==> config.mk <==
export PLATFORM = sky130hd
export DESIGN_NAME = fpu_op_sequencer
export DESIGN_NICKNAME = d
export VERILOG_FILES = /design/src/rtl/fpu_op_sequencer_pkg.sv /design/src/rtl/fp_unpack.sv /design/src/rtl/fpu_op_sequencer.sv
export SDC_FILE = /design/constraint.sdc
export NUM_CORES = 1
export LEC_CHECK = 0
export BUFFER_PORTS_ARGS = -buffer_cell sky130_fd_sc_hd__buf_4
export CAP_MARGIN = 20
export CORE_UTILIZATION = 43
export DETAILED_ROUTE_END_ITERATION = 12
export PLACE_DENSITY_LB_ADDON = 0.12
export SLEW_MARGIN = 20
export SYNTH_ARGS = -nofsm -noshare
export SYNTH_HDL_FRONTEND = slang
export SYNTH_HIERARCHICAL = 1
export SYNTH_SLANG_ARGS = --single-unit
==> constraint.sdc <==
create_clock -name clk_i -period 8.07 [get_ports clk_i]
set_input_delay 0.4035 -clock clk_i [delete_from_list [all_inputs] [get_ports clk_i]]
set_output_delay 0.4035 -clock clk_i [all_outputs]
set_load 0.005 [all_outputs]
==> src/rtl/fpu_op_sequencer_pkg.sv <==
// Shared FPU class-flag definitions, canonical NaN and sequencer types.
package fpu_op_sequencer_pkg;

    localparam int unsigned ClsQnan      = 5;
    localparam int unsigned ClsSnan      = 4;
    localparam int unsigned ClsInf       = 3;
    localparam int unsigned ClsNormal    = 2;
    localparam int unsigned ClsSubnormal = 1;
    localparam int unsigned ClsZero      = 0;
    localparam int unsigned ClassW       = 6;

    localparam int unsigned ExpW  = 10;
    localparam int unsigned SigW  = 24;
    localparam int unsigned WdogW = 6;

    localparam logic [31:0] CanonicalQnan = 32'h7FC0_0000;

    typedef enum logic [1:0] {
        StIdle,
        StLoad,
        StRun,
        StDone
    } seq_state_e;

    typedef struct packed {
        logic signed [ExpW-1:0] exp_val;
        logic [SigW-1:0]        sig;
        logic [ClassW-1:0]      cls;
    } unpacked_t;

endpackage

==> src/rtl/fp_unpack.sv <==
// Combinational IEEE-754 single unpack into signed exponent, normalized significand
// and one-hot class flags.
module fp_unpack
    import fpu_op_sequencer_pkg::*;
(
    input  logic [31:0]            value,
    output logic signed [ExpW-1:0] exp_val,
    output logic [SigW-1:0]        sig,
    output logic [ClassW-1:0]      cls
);

    logic [7:0]  biased;
    logic [22:0] frac;
    logic [4:0]  shift;
    logic        found;
    logic        unused_sign;

    assign biased      = value[30:23];
    assign frac        = value[22:0];
    assign unused_sign = value[31];

    // Distance from the leading one of the fraction to the hidden-bit position.
    always_comb begin
        shift = 5'd0;
        found = 1'b0;
        for (int i = 22; i >= 0; i--) begin
            if (!found && frac[i]) begin
                shift = 5'(23 - i);
                found = 1'b1;
            end
        end
    end

    always_comb begin
        exp_val = '0;
        sig     = '0;
        cls     = '0;
        if (biased == 8'hFF) begin
            exp_val = 10'sd128;
            sig     = {1'b1, frac};
            if (frac == '0) begin
                cls[ClsInf] = 1'b1;
            end else if (frac[22]) begin
                cls[ClsQnan] = 1'b1;
            end else begin
                cls[ClsSnan] = 1'b1;
            end
        end else if (biased == 8'h00) begin
            if (frac == '0) begin
                cls[ClsZero] = 1'b1;
            end else begin
                cls[ClsSubnormal] = 1'b1;
                sig               = {1'b0, frac} << shift;
                exp_val           = -10'sd126 - $signed({5'b0, shift});
            end
        end else begin
            cls[ClsNormal] = 1'b1;
            sig            = {1'b1, frac};
            exp_val        = $signed({2'b00, biased}) - 10'sd127;
        end
    end

endmodule

==> src/rtl/fpu_op_sequencer.sv <==
// Issue-side sequencer for the multi-cycle FDIV/FSQRT units: latches and unpacks
// operands, holds the unit enable until ready or watchdog timeout, returns the result.
module fpu_op_sequencer
    import fpu_op_sequencer_pkg::*;
#(
    parameter int unsigned TIMEOUT = 63
) (
    input  logic                   clk_i,
    input  logic                   reset_i,
    input  logic                   start_i,
    input  logic                   op_i,
    input  logic [31:0]            rs1_i,
    input  logic [31:0]            rs2_i,
    input  logic [2:0]             rm_i,
    output logic                   busy_o,
    output logic                   done_o,
    output logic                   error_o,
    output logic [31:0]            result_o,
    output logic [1:0]             unitEnable_o,
    output logic signed [ExpW-1:0] rs1Exp_o,
    output logic signed [ExpW-1:0] rs2Exp_o,
    output logic [SigW-1:0]        rs1Sig_o,
    output logic [SigW-1:0]        rs2Sig_o,
    output logic [ClassW-1:0]      rs1Class_o,
    output logic [ClassW-1:0]      rs2Class_o,
    output logic [2:0]             rm_o,
    output logic [31:0]            raw1_o,
    output logic [31:0]            raw2_o,
    input  logic [1:0]             unitReady_i,
    input  logic [1:0][31:0]       unitResult_i
);

    localparam logic [WdogW-1:0] WdogLast = WdogW'(TIMEOUT - 1);

    seq_state_e       state_q, state_d;
    logic             op_q;
    logic [31:0]      raw1_q, raw2_q;
    logic [2:0]       rm_q;
    unpacked_t        unp1_q, unp2_q;
    unpacked_t        unp1_d, unp2_d;
    logic [WdogW-1:0] wdog_q, wdog_d;
    logic [31:0]      result_q;
    logic             error_q;

    logic             latch_op;
    logic             load_fields;
    logic             capture;
    logic [31:0]      capture_data;
    logic             capture_err;
    logic             sel_ready;
    logic [31:0]      sel_result;

    logic signed [ExpW-1:0] exp1, exp2;
    logic [SigW-1:0]        sig1, sig2;
    logic [ClassW-1:0]      cls1, cls2;

    fp_unpack u_unpack_rs1 (
        .value   (raw1_q),
        .exp_val (exp1),
        .sig     (sig1),
        .cls     (cls1)
    );

    fp_unpack u_unpack_rs2 (
        .value   (raw2_q),
        .exp_val (exp2),
        .sig     (sig2),
        .cls     (cls2)
    );

    assign unp1_d     = '{exp_val: exp1, sig: sig1, cls: cls1};
    assign unp2_d     = '{exp_val: exp2, sig: sig2, cls: cls2};
    assign sel_ready  = unitReady_i[op_q];
    assign sel_result = unitResult_i[op_q];

    always_comb begin
        state_d      = state_q;
        latch_op     = 1'b0;
        load_fields  = 1'b0;
        capture      = 1'b0;
        capture_data = result_q;
        capture_err  = 1'b0;
        wdog_d       = '0;
        unique case (state_q)
            StIdle: begin
                if (start_i) begin
                    latch_op = 1'b1;
                    state_d  = StLoad;
                end
            end
            StLoad: begin
                load_fields = 1'b1;
                state_d     = StRun;
            end
            StRun: begin
                wdog_d = wdog_q + 1'b1;
                // A genuine unit result wins over a watchdog expiry on the same edge.
                if (sel_ready) begin
                    capture      = 1'b1;
                    capture_data = sel_result;
                    wdog_d       = '0;
                    state_d      = StDone;
                end else if (wdog_q == WdogLast) begin
                    capture      = 1'b1;
                    capture_data = CanonicalQnan;
                    capture_err  = 1'b1;
                    wdog_d       = '0;
                    state_d      = StDone;
                end
            end
            StDone: begin
                state_d = StIdle;
            end
            default: begin
                state_d = StIdle;
            end
        endcase
    end

    always_ff @(posedge clk_i) begin
        if (reset_i) begin
            state_q  <= StIdle;
            op_q     <= 1'b0;
            raw1_q   <= '0;
            raw2_q   <= '0;
            rm_q     <= '0;
            unp1_q   <= '0;
            unp2_q   <= '0;
            wdog_q   <= '0;
            result_q <= '0;
            error_q  <= 1'b0;
        end else begin
            state_q <= state_d;
            wdog_q  <= wdog_d;
            if (latch_op) begin
                op_q   <= op_i;
                raw1_q <= rs1_i;
                raw2_q <= rs2_i;
                rm_q   <= rm_i;
            end
            if (load_fields) begin
                unp1_q <= unp1_d;
                unp2_q <= unp2_d;
            end
            if (capture) begin
                result_q <= capture_data;
                error_q  <= capture_err;
            end
        end
    end

    always_comb begin
        busy_o       = (state_q != StIdle);
        done_o       = (state_q == StDone);
        unitEnable_o = 2'b00;
        if (state_q == StRun) begin
            unitEnable_o = op_q ? 2'b10 : 2'b01;
        end
    end

    assign error_o    = error_q;
    assign result_o   = result_q;
    assign rs1Exp_o   = unp1_q.exp_val;
    assign rs2Exp_o   = unp2_q.exp_val;
    assign rs1Sig_o   = unp1_q.sig;
    assign rs2Sig_o   = unp2_q.sig;
    assign rs1Class_o = unp1_q.cls;
    assign rs2Class_o = unp2_q.cls;
    assign rm_o       = rm_q;
    assign raw1_o     = raw1_q;
    assign raw2_o     = raw2_q;

endmodule

==> results.md <==
* Status: completed
* Worst Hold Path EP: raw2_o[12]$_SDFFE_PP0P_
* Worst EP required at 8.36 ns
* Number of gates given a new drive strength after cts at 0
* Vias in the first global route at 11,140
* Net total in the final layout at 1,828
* HPWL reported at the end of detailed placement at 30.56 mm
* Average footprint of a synthesized cell at 7.918 um2
* Remaining routing DRC violations at 0
* Worst-path fanout max at 32
* CTS tree: yes
* Effective utilization at floorplan at 43.73%
* EDFF count, synth at 0
* Worst hold stages at 3
* Placer's final routability congestion estimate at 0.9721
* Crit path capture type: flip-flop
* Total wire length at 42.10 mm
* Worst-case clock skew at 0.01782 ns
* Final Setup Violations at 0
* Fin crit period at 4.091 ns
* Number of placed I/O pins at 321
* Insertion delay of the later-clocked pin in the worst-skew pair at 0.44 ns
* Number of buffers created by CTS at 17
* Routed len/inst at 20.78 um
* Number of warnings reported in the yosys synthesis log at 6
* Part of the cycle the worst path needs at 50.70%
* WP data arrival at 4.38 ns
* Via density per instance at 5.771
* Post-synthesis share of cell area spent on xor and xnor gates at 1.310%
* Global route total overflow at 0
* Most frequent cells in the layout: sky130_fd_sc_hd__buf_4, sky130_fd_sc_hd__nand2_1, sky130_fd_sc_hd__dfxtp_1, sky130_fd_sc_hd__nor2_1, sky130_fd_sc_hd__mux2i_1
* Chip Width at 164.6 um
* Endpoints failing hold at 0
* Layout Area Growth over Synthesis at 25.86%
* Placeable core region at 25,980 um2
* Startpoint class of the critical path: flip-flop
* Post-synthesis simple-gate area fraction at 22.37%
* Hold path start: rs2_i[12]
* Synthesized Nets at 1,585
* Count of buffers added by post-CTS timing repair for setup at 0
* Area occupied by registers at 3784 um2
* Number of filler cells placed in the layout at 2,564
* CTS clock-pin slew for the worst setup and hold paths at 0.08 ns
* Max-cap check violation count at 0
* Number of hold buffers added after cts at 0
* Buffer cell driving the clock tree root: sky130_fd_sc_hd__clkbuf_16
* Largest net degree at the start of global routing at 121
* Pwr Density at 381.4 nW/um2
* Setup TNS at 0 ns
* Maximum clock frequency at 244.4 MHz
* Static power due to leakage at 6.021 nW
* Final std cells w/o fill at 2,026
* Dominant cells by area after synthesis: sky130_fd_sc_hd__dfxtp_1, sky130_fd_sc_hd__mux2i_1, sky130_fd_sc_hd__nand2_1
* First-pass GRT wire length at 64.31 mm
* Max_slew headroom at 29.96%
* Number of clock sinks at 189
* CTS max path bufs at 2
* Multiplexer share of the synthesized area at 15.43%
* Worst r2r src: raw1_o[19]$_SDFFE_PP0P_
* First-pass detailed-route iteration total at 5
* Distinct cell type count of the synthesized netlist at 91
* Total area of multi-input combinational cells at 6869 um2
* Combinational family with the most area after synthesis: simple AND/OR/NAND/NOR gates
* Number of standard-cell rows in the floorplan at 59
* Post-Syn Instances at 1,435
* Floorplan die height at 164.6 um
* Initial antenna violation count at 0
* First DRT Iteration DRCs at 1,104
* Buffers on Ports at 320
* Number of slew-limit violations in the final report at 0
* Area share of fa/ha/maj cells after synthesis at 1.432%
* Cells on worst reg2reg path at 12
* Fraction of layout instances using a drive strength above 1 at 25.96%
* Total global routing track utilization at 30.93%
* Min-Delay Path Class: input port to flip-flop
* Largest area contributor in the synthesized netlist: sky130_fd_sc_hd__dfxtp_1
* Antenna diode count at 0
* Number of synthesized register bits at 189
* IR drop worst, VDD at 0.2407 mV
* Main synth FF type: sky130_fd_sc_hd__dfxtp_1
* Endpoint of the worst-slack reg-to-reg timing path: rs1Sig_o[22]$_SDFFE_PP0N_
* H-tree Lvls at 4
* Sequential element share of the synthesized area at 33.30%
* Inst Count DP at 1,994
* Count of vias placed by the detailed router at 11,690
* Die footprint at 27,080 um2
* Reg-to-reg setup timing slack at 3.98 ns
* Share of Yosys cell area claimed by the top area cell type at 33.30%
* Start-to-end type of the worst setup path: flip-flop to flip-flop
* Cell area after technology mapping at 11,360 um2
* Most frequent standard cell in the layout excluding fill and tap cells: sky130_fd_sc_hd__buf_4
* Proportion of register bits with asynchronous set or reset after synthesis at 0%
* Remaining antenna violation count after routing at 0
* Setup repair after global routing missed its margin: false
* Post-synthesis compound-gate area fraction at 19.78%
* Actual transition at the worst max-transition pin at 1.051 ns
-- worst max path at each step --
stage / start / endpoint / slack, ns / depth (start not counted)
after floorplan: raw1_o[11]$_SDFFE_PP0P_ / rs1Sig_o[14]$_SDFFE_PP0N_ / 4.78 / 14
after global placement: raw1_o[19]$_SDFFE_PP0P_ / rs1Sig_o[22]$_SDFFE_PP0N_ / 4.12 / 12
after detailed placement: raw1_o[19]$_SDFFE_PP0P_ / rs1Sig_o[14]$_SDFFE_PP0N_ / 4.08 / 11
after CTS: raw1_o[19]$_SDFFE_PP0P_ / rs1Sig_o[14]$_SDFFE_PP0N_ / 4.05 / 11
after global routing: raw1_o[19]$_SDFFE_PP0P_ / rs1Sig_o[6]$_SDFFE_PP0N_ / 3.75 / 12
final: raw1_o[19]$_SDFFE_PP0P_ / rs1Sig_o[22]$_SDFFE_PP0N_ / 3.98 / 12
-- cell families after synthesis --
group,count (synthesis)
AOI/OAI and AO/OA,327
xor gates and xnor gates,17
and+or+nand+nor,577
buffers and inverters,141
DFF,189
muxes,171
adders and majority gates,13
-- synthesized netlist by cell type (all sizes together) (3+ instances only) --
library cell    n
a221oi         16
inv            29
xnor2           7
o221ai          5
a211oi         12
nand2         272
nor3           16
a32o           11
mux2i         141
nand2b          8
or3             3
ha             13
buf            58
a211o           3
a32oi           5
o2bb2ai         3
a31oi          11
a22o           10
a311oi          3
nor4           15
nand4           4
and3           13
o21ai          47
nor2          166
nand3          55
clkbuf         52
mux2           30
dfxtp         189
or4             6
a31o            4
a21oi         120
o31ai           7
xor2           10
o22ai          16
a22oi          14
a21o            5
a221o           3
o211ai          9
o31a            4
and2            8
-- through the flow --
step / power [mW] / setup slack [ns] / utilization (%) / hold slack (ns) / cell area, um2
after detailed placement: 4.551 / 4.080 / 52.79 / 0.4507 / 13720
after CTS: 5.412 / 4.054 / 55.03 / 0.1901 / 14300
final: 5.454 / 3.979 / 55.03 / 0.2039 / 14300
after floorplan: 3.590 / 4.783 / - / 0.4297 / 11360
after global routing: 5.801 / 3.750 / 55.03 / 0.2034 / 14300
after global placement: 4.564 / 4.121 / 52.79 / 0.4433 / 13720
-- routing by layer --
layer  share of wire (%)  track usage, %
met1                  44           41.35
met3                 8.0           7.885
met5                   0               0
met2                  45           47.92
met4                 2.4           10.88
-- critical path, cell delays in order (launching register included) --
cell and delay [ns]:
sky130_fd_sc_hd__dfxtp_1 0.44, sky130_fd_sc_hd__or4_4 0.63, sky130_fd_sc_hd__nor4_1 0.48, sky130_fd_sc_hd__a22oi_2 0.13, sky130_fd_sc_hd__and3_1 0.48, sky130_fd_sc_hd__clkinv_4 0.37, sky130_fd_sc_hd__mux2i_1 0.30, sky130_fd_sc_hd__nor2_1 0.06
sky130_fd_sc_hd__a31oi_1 0.38, sky130_fd_sc_hd__mux2i_1 0.22, sky130_fd_sc_hd__a31o_1 0.26, sky130_fd_sc_hd__mux2i_1 0.13, sky130_fd_sc_hd__nor2_1 0.05
-- where the power goes --
| part | internal (mW) | switching, mW |
|---|---|---|
| Combinational | 1.25 | 2.00 |
| Clock | 0.427 | 0.423 |
| Sequential | 1.11 | 0.247 |
-- state kept, by name, summed over array words and instances, names as in the netlist, 10 cells and up --
register,cells
raw1_o,32
raw2_o,32
result_o,32
rs1Exp_o,10
rs1Sig_o,24
rs2Exp_o,10
rs2Sig_o,24
-- final cells by class --
| class | count | area share (%) |
|---|---|---|
| Clock inverter | 12 | 0.8837 |
| Timing Repair Buffer | 334 | 17.56 |
| Clock buffer | 20 | 3.194 |
| Multi-Input combinational cell | 1105 | 48.04 |
| Tap cell | 335 | 2.931 |
| Inverter | 31 | 0.9362 |
| Sequential cell | 189 | 26.46 |
No activity file was read; power rests on OpenSTA's default activity.
